File: config.mk
export PLATFORM = sky130hd
export DESIGN_NAME = freq_meter
export DESIGN_NICKNAME = d
export VERILOG_FILES = /design/src/rtl/freq_meter_pkg.sv /design/src/rtl/sync_edge_det.sv /design/src/rtl/freq_meter.sv
export SDC_FILE = /design/constraint.sdc
export NUM_CORES = 1
export LEC_CHECK = 0
export CORE_MARGIN = 10
export CORE_UTILIZATION = 50
export DETAILED_ROUTE_END_ITERATION = 10
export PLACE_DENSITY = 0.7
export SYNTH_ARGS = -nofsm -noshare
export SYNTH_HDL_FRONTEND = slang
export SYNTH_HIERARCHICAL = 1
export SYNTH_SLANG_ARGS = --single-unit
File: constraint.sdc
create_clock -name clk -period 2.78 [get_ports clk]
set_input_delay 0.417 -clock clk [delete_from_list [all_inputs] [get_ports clk]]
set_output_delay 0.417 -clock clk [all_outputs]
set_load 0.02 [all_outputs]
File: src/rtl/freq_meter_pkg.sv
// Shared types and defaults for the frequency meter.
// No logic here: state encoding, default sizing and the gate-counter width helper.
package freq_meter_pkg;

  typedef enum logic [1:0] {
    IDLE    = 2'd0,
    MEASURE = 2'd1,
    DONE    = 2'd2
  } fm_state_t;

  localparam int FM_GATE_CYCLES = 524288;
  localparam int FM_CNT_W       = 20;

  function automatic int fm_gcnt_w(input int gate_cycles);
    return $clog2(gate_cycles);
  endfunction

endpackage

File: src/rtl/sync_edge_det.sv
// Two-flop synchronizer followed by a registered rising-edge detector.
// Latency: an input rise before edge N gives edge_p in the cycle after edge N+2.
// No backpressure: one pulse per 0->1 seen at the synchronizer output.
module sync_edge_det (
  input  logic clk,
  input  logic reset,
  input  logic async_in,
  output logic edge_p
);

  logic [1:0] sync_q;
  logic       sync_d;

  always_ff @(posedge clk or posedge reset) begin
    if (reset) begin
      sync_q <= 2'b00;
      sync_d <= 1'b0;
      edge_p <= 1'b0;
    end else begin
      sync_q <= {sync_q[0], async_in};
      sync_d <= sync_q[1];
      edge_p <= sync_q[1] & ~sync_d;
    end
  end

endmodule

File: src/rtl/freq_meter.sv
// Counts rising edges of an async input over a fixed gate of clk cycles.
// Latency: result and count_valid appear GATE_CYCLES+1 cycles after the window opens.
// No backpressure: count_valid is a one-cycle pulse, results hold until the next window.
module freq_meter
  import freq_meter_pkg::*;
#(
  parameter int GATE_CYCLES = FM_GATE_CYCLES,
  parameter int CNT_W       = FM_CNT_W
) (
  input  logic             clk,
  input  logic             reset,
  input  logic             enable,
  input  logic             sig_in,
  output logic [CNT_W-1:0] count,
  output logic             count_valid,
  output logic             overflow,
  output logic             busy
);

  localparam int            GW        = fm_gcnt_w(GATE_CYCLES);
  localparam logic [GW-1:0] GCNT_LAST = GW'(GATE_CYCLES - 1);

  fm_state_t        state, state_nxt;
  logic [GW-1:0]    gcnt;
  logic [CNT_W-1:0] ecnt, ecnt_inc;
  logic             sat, sat_inc;
  logic             edge_p;
  logic             gate_last;

  sync_edge_det u_sync (
    .clk      (clk),
    .reset    (reset),
    .async_in (sig_in),
    .edge_p   (edge_p)
  );

  assign gate_last = (gcnt == GCNT_LAST);

  // Saturating increment: an edge arriving at all-ones holds the count and flags it.
  always_comb begin
    ecnt_inc = ecnt;
    sat_inc  = sat;
    if (edge_p) begin
      if (&ecnt) sat_inc  = 1'b1;
      else       ecnt_inc = ecnt + CNT_W'(1);
    end
  end

  always_ff @(posedge clk or posedge reset) begin
    if (reset) state <= IDLE;
    else       state <= state_nxt;
  end

  always_comb begin
    state_nxt = state;
    unique case (state)
      IDLE:    if (enable) state_nxt = MEASURE;
      MEASURE: begin
        if (!enable)        state_nxt = IDLE;
        else if (gate_last) state_nxt = DONE;
      end
      DONE:    state_nxt = enable ? MEASURE : IDLE;
      default: state_nxt = IDLE;
    endcase
  end

  always_comb begin
    count_valid = (state == DONE);
    busy        = (state != IDLE);
  end

  always_ff @(posedge clk or posedge reset) begin
    if (reset) begin
      gcnt     <= '0;
      ecnt     <= '0;
      sat      <= 1'b0;
      count    <= '0;
      overflow <= 1'b0;
    end else begin
      unique case (state)
        MEASURE: begin
          if (!enable) begin
            gcnt <= '0;
            ecnt <= '0;
            sat  <= 1'b0;
          end else begin
            gcnt <= gate_last ? '0 : gcnt + GW'(1);
            ecnt <= ecnt_inc;
            sat  <= sat_inc;
            // Result registers change on the edge that enters DONE.
            if (gate_last) begin
              count    <= ecnt_inc;
              overflow <= sat_inc;
            end
          end
        end
        DONE: begin
          // An edge seen during DONE belongs to the following window.
          gcnt <= '0;
          ecnt <= (enable && edge_p) ? CNT_W'(1) : '0;
          sat  <= 1'b0;
        end
        default: begin
          gcnt <= '0;
          ecnt <= '0;
          sat  <= 1'b0;
        end
      endcase
    end
  end

endmodule
**After elaboration in Yosys (flattened, before gate mapping)**

Index checks and enable logic that the tools add are counted.

- Register bits: 67
- Output and inout bits: 23
- Word-level logic and storage cells: 41

- Add/subtract/negate cells: 2
- Eq/ne operators: 5
- Muxes and demuxes: 17
- Bitwise gates (word level): 2
- Reductions and logical operators: 6

Operator list:

| kind | count |
|---|---|
| $mux 20 | 3 |
| $mux 19 | 3 |
| $pmux 20 s2 | 1 |
| $add 20x1->20 const B | 1 |
| $reduce_and 20->1 | 1 |
| $add 19x1->19 const B | 1 |
| $eq 19x19->1 const B | 1 |
| $mux 1 | 6 |
| $mux 2 | 3 |
| $pmux 2 s3 | 1 |
| $ne 3x3->1 const B | 1 |
| $reduce_and 3->1 | 1 |
| $eq 2x1->1 const B | 1 |
| $eq 2x2->1 const B | 1 |
| $logic_not 2->1 | 1 |
| $ne 2x2->1 const B | 1 |
| $reduce_and 2->1 | 1 |
| $reduce_bool 2->1 | 1 |
| $and 1x1->1 | 1 |
| $logic_and 1x1->1 | 1 |
| $not 1->1 | 1 |

**Longest topological paths before layout**

Gate-level depths: netlist (run 1).

- Depth in word-level cells: 5
- Depth in mapped cells: 9
- Gate-level depth less buffers: 7

**Modules after synthesis**

Netlist (run 1), hierarchy kept.

By module, submodules not included:

| module | times used | cells each | area each (µm²) | seq. area each (µm²) |
|---|---|---|---|---|
| freq_meter | 1 | 302 | 3,049.2 | 1,576.5 |
| sync_edge_det | 1 | 6 | 117.6 | 100.1 |

**Least setup slack after synthesis (run 1)**

Ideal clock, no wire load.

- Kind: register to register
- Start: reg ecnt[0]
- End: reg ecnt[7]
- Data arrival time: 1,510 ps
- Data required time: 2,649 ps
- Path slack: 1,139 ps
- Cell stages (with the launch flop): 7
- Period minus slack after synthesis: 1,641 ps
- Path through: dfrtp_1 > ha_1 > nand2_1 > nor4_2 > a2111oi_0 > xnor2_1 > nor2_1

- Longest elaborated chain between the ends: 5
- Elaborated cells on any way between the ends: 6

RTL lines:

| what | RTL line | RTL |
|---|---|---|
| from (decl) | freq_meter.sv:25 | `logic [CNT_W-1:0] ecnt, ecnt_inc;` |
| from (signal assigned) | freq_meter.sv:88 | `ecnt <= ecnt_inc;` |
| from (signal assigned) | freq_meter.sv:100 | `ecnt <= (enable && edge_p) ? CNT_W'(1) : '0;` |
| $add 20x1->20 / $reduce_and 20->1 (equally long branches) | freq_meter.sv:45, freq_meter.sv:44 |  |
| $mux 20 * | freq_meter.sv:44 | `if (&ecnt) sat_inc = 1'b1;` |
| $mux 20 * | freq_meter.sv:43 | `if (edge_p) begin` |
| $mux 20 * | freq_meter.sv:82 | `if (!enable) begin` |
| $pmux 20 s2 * | freq_meter.sv:80 | `unique case (state)` |

Every way passes the cells marked *; elsewhere a longest branch is shown, timed or not.
A chain may end at the register's enable or synchronous reset.

**Final worst setup path (run 1)**

- Start: reg gcnt[2]
- End: reg count[5]

- Longest elaborated chain between the ends: 2

RTL lines:

| what | RTL line | RTL |
|---|---|---|
| from (decl) | freq_meter.sv:24 | `logic [GW-1:0] gcnt;` |
| from (signal assigned) | freq_meter.sv:87 | `gcnt <= gate_last ? '0 : gcnt + GW'(1);` |
| $eq 19x19->1 | freq_meter.sv:37 | `assign gate_last = (gcnt == GCNT_LAST);` |
| $reduce_and 3->1 (no source line) | n/a |  |
| to (signal assigned) | freq_meter.sv:92 | `count <= ecnt_inc;` |
| to (decl) | freq_meter.sv:14 | `output logic [CNT_W-1:0] count,` |

No other way between the ends.

==> results of run 1 <==
## cell families after synthesis
kind of cell,Yosys count,share of synthesized area (%)
xor+xnor,31,8.57
mux,4,1.26
simple gates,141,24.1
flops,67,52.9
compound gates,42,7.86
fa+ha+maj,6,2.37
buf+inv,17,2.84
## power by group
part	internal, mW	switching (mW)
registers	0.990	0.0192
logic	0.0557	0.112
clock network	0.507	0.392
## sequential cells by signal, indices dropped and copies added (netlist names)
register and count:
count 20, ecnt 20, gcnt 19, overflow 1, sat 1, state 2, u_sync/edge_p 1, u_sync/sync_d 1
u_sync/sync_q 2
## synth_stat cells
library cell  count  area [um2]
a2111oi_0         1        8.76
a211oi_1          2        15.0
a21boi_2          1        11.3
a21oi_1           9        45.0
a2bb2oi_1         2        17.5
a311o_1           1        10.0
and2_1            1        6.26
and3_1            9        56.3
and4_1            7        61.3
and4_4            1        11.3
buf_2             2        10.0
buf_4             2        15.0
buf_6             2        22.5
clkbuf_1          2        7.51
clkbuf_2          1        5.00
dfrtp_1          67        1680
ha_1              6        75.1
inv_1             8        30.0
mux2i_1           4        40.0
nand2_1          40         150
nand2b_1          1        6.26
nand3_1          12        60.1
nand3_2           2        20.0
nand3b_1          2        15.0
nand4_1           8        50.1
nand4_2           2        25.0
nand4_4           1        21.3
nor2_1           40         150
nor2b_1           1        6.26
nor2b_4           1        13.8
nor3_1            3        15.0
nor4_1            3        18.8
nor4_2            3        37.5
nor4_4            1        21.3
o211ai_1          1        7.51
o21ai_0          12        60.1
o21ai_1          11        55.1
o311a_1           1        10.0
o311ai_0          1        8.76
or2_1             2        12.5
or2_2             1        6.26
xnor2_1          14         123
xor2_1           17         149
## layer usage
| metal | vias to the layer above | track usage [%] | share of wire, % | wire length, um |
|---|---|---|---|---|
| li1 | 1132 | - | - | - |
| met1 | 1122 | 16.9 | 50 | 3060 |
| met2 | 37 | 19.6 | 44 | 2700 |
| met3 | 15 | 3.60 | 4.6 | 281 |
| met4 | 0 | 5.95 | 1.9 | 119 |
| met5 | - | 0 | 0 | 0 |
## final cells by class
class	instances	area [um2]
Clock buffer	10	128
Clock inverter	6	90.1
Fill cell	531	2300
Inverter	8	30.0
Multi-Input combinational cell	224	1400
Sequential cell	67	1680
Tap cell	75	93.8
Timing Repair Buffer	30	303
## metrics by stage
stage / instances / instance area (um2) / power, mW / utilization [%] / hold WS [ns]
final: 420 / 3720 / 2.08 / 61.8 / 0.300
after global routing: 420 / 3720 / 2.15 / 61.8 / 0.307
after CTS: 420 / 3720 / 2.09 / 61.8 / 0.295
after detailed placement: 404 / 3500 / 1.20 / 58.1 / 0.341
after global placement: 404 / 3500 / 1.20 / 58.1 / 0.343
after floorplan: 308 / 3170 / 1.14 / - / 0.183
## critical path, stage by stage, from the launching register on
cell and delay (ns):
dfrtp_1 0.43, and4_4 0.28, and4_1 0.36, nand4_2 0.48, buf_4 0.38, nand2_1 0.08, o21ai_0 0.08
## worst paths after layout
check                                      startpoint                          to  depth (start not counted)
setup / recovery                    gcnt[2]$_DFF_PP0_        count[5]$_DFFE_PP0P_                          6
hold / removal                                  reset  u_sync/sync_q[0]$_DFF_PP0_                          2
setup reg to reg                    gcnt[2]$_DFF_PP0_        count[5]$_DFFE_PP0P_                          6
hold reg to reg            u_sync/sync_q[0]$_DFF_PP0_  u_sync/sync_q[1]$_DFF_PP0_                          0
max in group asynchronous                       reset       count[14]$_DFFE_PP0P_                          3
min in group clk           u_sync/sync_q[0]$_DFF_PP0_  u_sync/sync_q[1]$_DFF_PP0_                          0
==> metrics, run 1 <==
Syn Nets=318; Max Clock Freq=~450 MHz; Die X=~100 um; vias in the first global route=around 2300; kind of end point of the critical path=flop; fraction of layout cells with a size suffix above 1=under 10%; clk root buf=clkbuf_8; diode count=0; wire length per cell=between 10 and 15 um; type of origin of the critical path=flop; drt drc=0; CTS Hold Buffers Added=0; Ports=27; initial antenna violation count=0; RD Place Congestion=between 0.9 and 1; std cell rows=28; drt total wl=~6200 um; Num CTS Buffers=9; Seq cells post-synth=between 60 and 70; slew margin rel.=about three fifths; CTS max path bufs=2; Final Hold Vio Count=0; Final Skew=0.0101 ns; first drt pass iteration count=4; # resized after CTS=0; antenna-violating nets left=0; initial detailed-routing violation count=62; WP data arrival=between 2 and 2.5 ns; # Max-Cap Violations=0; Post-Syn Instances=308; final setup fails=0; pin count of the biggest net entering global routing=37; grt ovf=0; Port Buffer Count=26; die height=~100 um; Final Cycle Share=roughly four fifths; run status=completed; CTS H-tree depth=3; pre-CTS WS=between 0.4 and 0.5 ns; peak supply drop=about 0.37 mV; post-synthesis cell type count=43; CP required=around 3.0 ns; yosys warns=6; Sink Count=67; setup slack, reg-to-reg=about 0.58 ns; worst-skew pair later-pin latency=~0.35 ns; setup TNS=0 ns; Avg Cell Area, Syn=between 10 and 15 um2; CP Max Fanout=22; area growth from synthesis to layout=17.5%; WS Path Type=reg2reg; Hold WC Path Type=in2async; most common cell after layout, fill and taps aside=dfrtp_1; die area=between 9000 and 10000 um2; Clk pin slew, worst setup/hold paths=roughly 0.080 ns; Core Footprint=about 6000 um2; GR Util All Layers=about 13%; first-pass GRT wire length=between 10000 and 15000 um; power density cells=558 nW/um2; Leak=1.58 nW; final worst setup slack=around 0.58 ns; vias per inst=about 5.5; Tmin final=2.20 ns; Seq/Total Area, Yosys=a little over half; fin nets=350; post-CTS setup buffers=0; Cell Area, Synth=between 3000 and 4000 um2; most frequent cells in the layout=dfrtp_1 (67), nand2_1 (40), nor2_1 (40); Initial Utilization=between 50% and 60%; CTS tree=yes; vias=2306; Final Max Slew Viols=0; RSZ-0062 raised after global routing=no; Slew @ Worst Pin=0.611 ns; Post-DP HPWL=about 4400 um
No activity file was read; power rests on OpenSTA's default activity.
==> run 2: changes to the inputs <==
==> constraint.sdc (replaced) <==
create_clock -name clk -period 2.07 [get_ports clk]
set_input_delay 0.3105 -clock clk [delete_from_list [all_inputs] [get_ports clk]]
set_output_delay 0.3105 -clock clk [all_outputs]
set_load 0.02 [all_outputs]
==> metrics, run 2 (synthesis results as in run 1) <==
vias in the first global route=2276 (-1.7%); initial detailed-routing violation count=102 (+65%); pin count of the biggest net entering global routing=21 (-43%); worst path bufs/invs=1 (unchanged); WS Path Type=reg2reg; Post-DP HPWL=4570 um (+4.3%); peak supply drop=0.574 mV (+55%); Final Skew=0.00532 ns (-0.00476 ns); run status=completed; CP Max Fanout=5 (-77%); Worst path slowest cell=dfrtp_1; Initial Utilization=52.6% (unchanged); die area=9920 um2 (unchanged); setup TNS=0 ns (unchanged); WP data arrival=2.14 ns (-0.29 ns); power density cells=744 nW/um2 (+33%); Core Footprint=6030 um2 (unchanged); Leak=1.65 nW (+4.8%); Clk pin slew, worst setup/hold paths=0.07 ns (about the same); drt drc=0 (unchanged); Final Max Slew Viols=0 (unchanged); max incr delay on CP=0.47 ns (about the same); Final Cycle Share=92.4% (+13 points); Num CTS Buffers=9 (unchanged); CTS tree=yes; filler instances=508 (-4.3%); Hold Worst Slack=0.200 ns (-0.0997 ns); RD Place Congestion=0.854 (-7.1%); Slew @ Worst Pin=0.537 ns (-0.0735 ns); Largest regs=count (20), ecnt (20), gcnt (19); CTS Hold Buffers Added=0 (unchanged); Tmin final=1.91 ns (-0.291 ns); vias per inst=5.46 (-0.59%); first drt pass iteration count=4 (unchanged); Port Buffer Count=26 (unchanged); CTS max path bufs=2 (unchanged); antenna-violating nets left=0 (unchanged); CP required=2.29 ns (-0.72 ns); most frequent cells in the layout=dfrtp_1 (67), nand2_1 (40), nor2_1 (40); Die X=99.6 um (unchanged); Final Hold Vio Count=0 (unchanged); post-CTS setup buffers=0 (unchanged); most common cell after layout, fill and taps aside=dfrtp_1; fraction of layout cells with a size suffix above 1=12.4% (+2.8 points); Sink Count=67 (unchanged); # Max-Cap Violations=0 (unchanged); wire length per cell=14.5 um (-0.80%); fin nets=360 (+2.9%); RSZ-0062 raised after global routing=yes; worst r2r src=ecnt[0]$_DFF_PP0_; final worst setup slack=0.156 ns (-0.419 ns); Crit. Startpoint=ecnt[0]$_DFF_PP0_; CTS H-tree depth=3 (unchanged); initial antenna violation count=0 (unchanged); die height=99.6 um (unchanged); area growth from synthesis to layout=20.1%; kind of end point of the critical path=flop; Ports=27 (unchanged); worst-skew pair later-pin latency=0.34 ns (about the same); Hold WC Path Type=in2async; drt total wl=6250 um (+1.6%); clk root buf=clkbuf_8; CP Cell Sequence=ha_1 -> nand2_1 -> nor4_2 -> buf_4 -> a21oi_1 -> xnor2_1 -> o21ai_0; GR Util All Layers=13.3% (+0.28 points); vias=2347 (+1.8%); std cell rows=28 (unchanged); grt ovf=0 (unchanged); Max Clock Freq=523 MHz (+15%); first-pass GRT wire length=10800 um (+0.51%); type of origin of the critical path=flop; diode count=0 (unchanged); slew margin rel.=63.3% (+4.0 points); Top Family by Delay on Critical Path=flip-flops; final setup fails=0 (unchanged); pre-CTS WS=0.198 ns (-0.213 ns)
[run 2: what timing repair did]
action	CTS	global route
resized for setup	1	1
endpoints found under the setup margin	1	4
hold endpoints to repair	0	0
[run 2: metal layers]
metal  up-vias  share of wire [%]  track usage, %
li1       1149                  -               -
met1      1156                 48            16.8
met2        36                 46            19.7
met3         6                5.4            5.88
met4         0               0.94            4.30
met5         -                  0               0
[run 2: final cells by class]
| class | instances | area [um2] | share of cell area, % |
|---|---|---|---|
| Clock inverter | 5 | 85.1 | 2.24 |
| Clock buffer | 11 | 151 | 3.98 |
| Timing Repair Buffer | 40 | 367 | 9.64 |
| Multi-Input combinational cell | 224 | 1400 | 36.8 |
| Tap cell | 75 | 93.8 | 2.47 |
| Sequential cell | 67 | 1680 | 44.1 |
| Inverter | 8 | 30.0 | 0.789 |
[run 2: through the flow]
step	instance area (um2)	total power, mW	std cells	utilization [%]
after floorplan	3170	1.53	308	-
after global placement	3570	1.62	414	59.2
after detailed placement	3570	1.62	414	59.2
after CTS	3800	2.87	430	63.1
after global routing	3800	2.97	430	63.1
final	3800	2.83	430	63.1
[run 2: worst paths after layout]
kind                                                   end  depth (start not counted)  slack, ns
worst max-delay path                  count[3]$_DFFE_PP0P_                          7       0.16
worst min-delay path            u_sync/sync_q[0]$_DFF_PP0_                          2       0.20
worst max register to register        count[3]$_DFFE_PP0P_                          7       0.16
worst min register to register  u_sync/sync_q[1]$_DFF_PP0_                          0       0.36
max in group asynchronous                ecnt[8]$_DFF_PP0_                          3       1.14
min in group clk                u_sync/sync_q[1]$_DFF_PP0_                          0       0.36
[run 2: power breakdown]
group          internal (mW)  switching [mW]  total (mW)
registers               1.33          0.0243        1.35
clock network          0.748           0.493        1.24
logic                 0.0802           0.155       0.235
==> run 3: changes to the inputs <==
--- a/config.mk
+++ b/config.mk
@@ -9,6 +9,7 @@
 export CORE_UTILIZATION = 50
 export DETAILED_ROUTE_END_ITERATION = 10
 export PLACE_DENSITY = 0.7
+export SLEW_MARGIN = 30
 export SYNTH_ARGS = -nofsm -noshare
 export SYNTH_HDL_FRONTEND = slang
 export SYNTH_HIERARCHICAL = 1
==> results of run 3 <==
The final DEF is identical to that of run 2; final timing and power are the same.
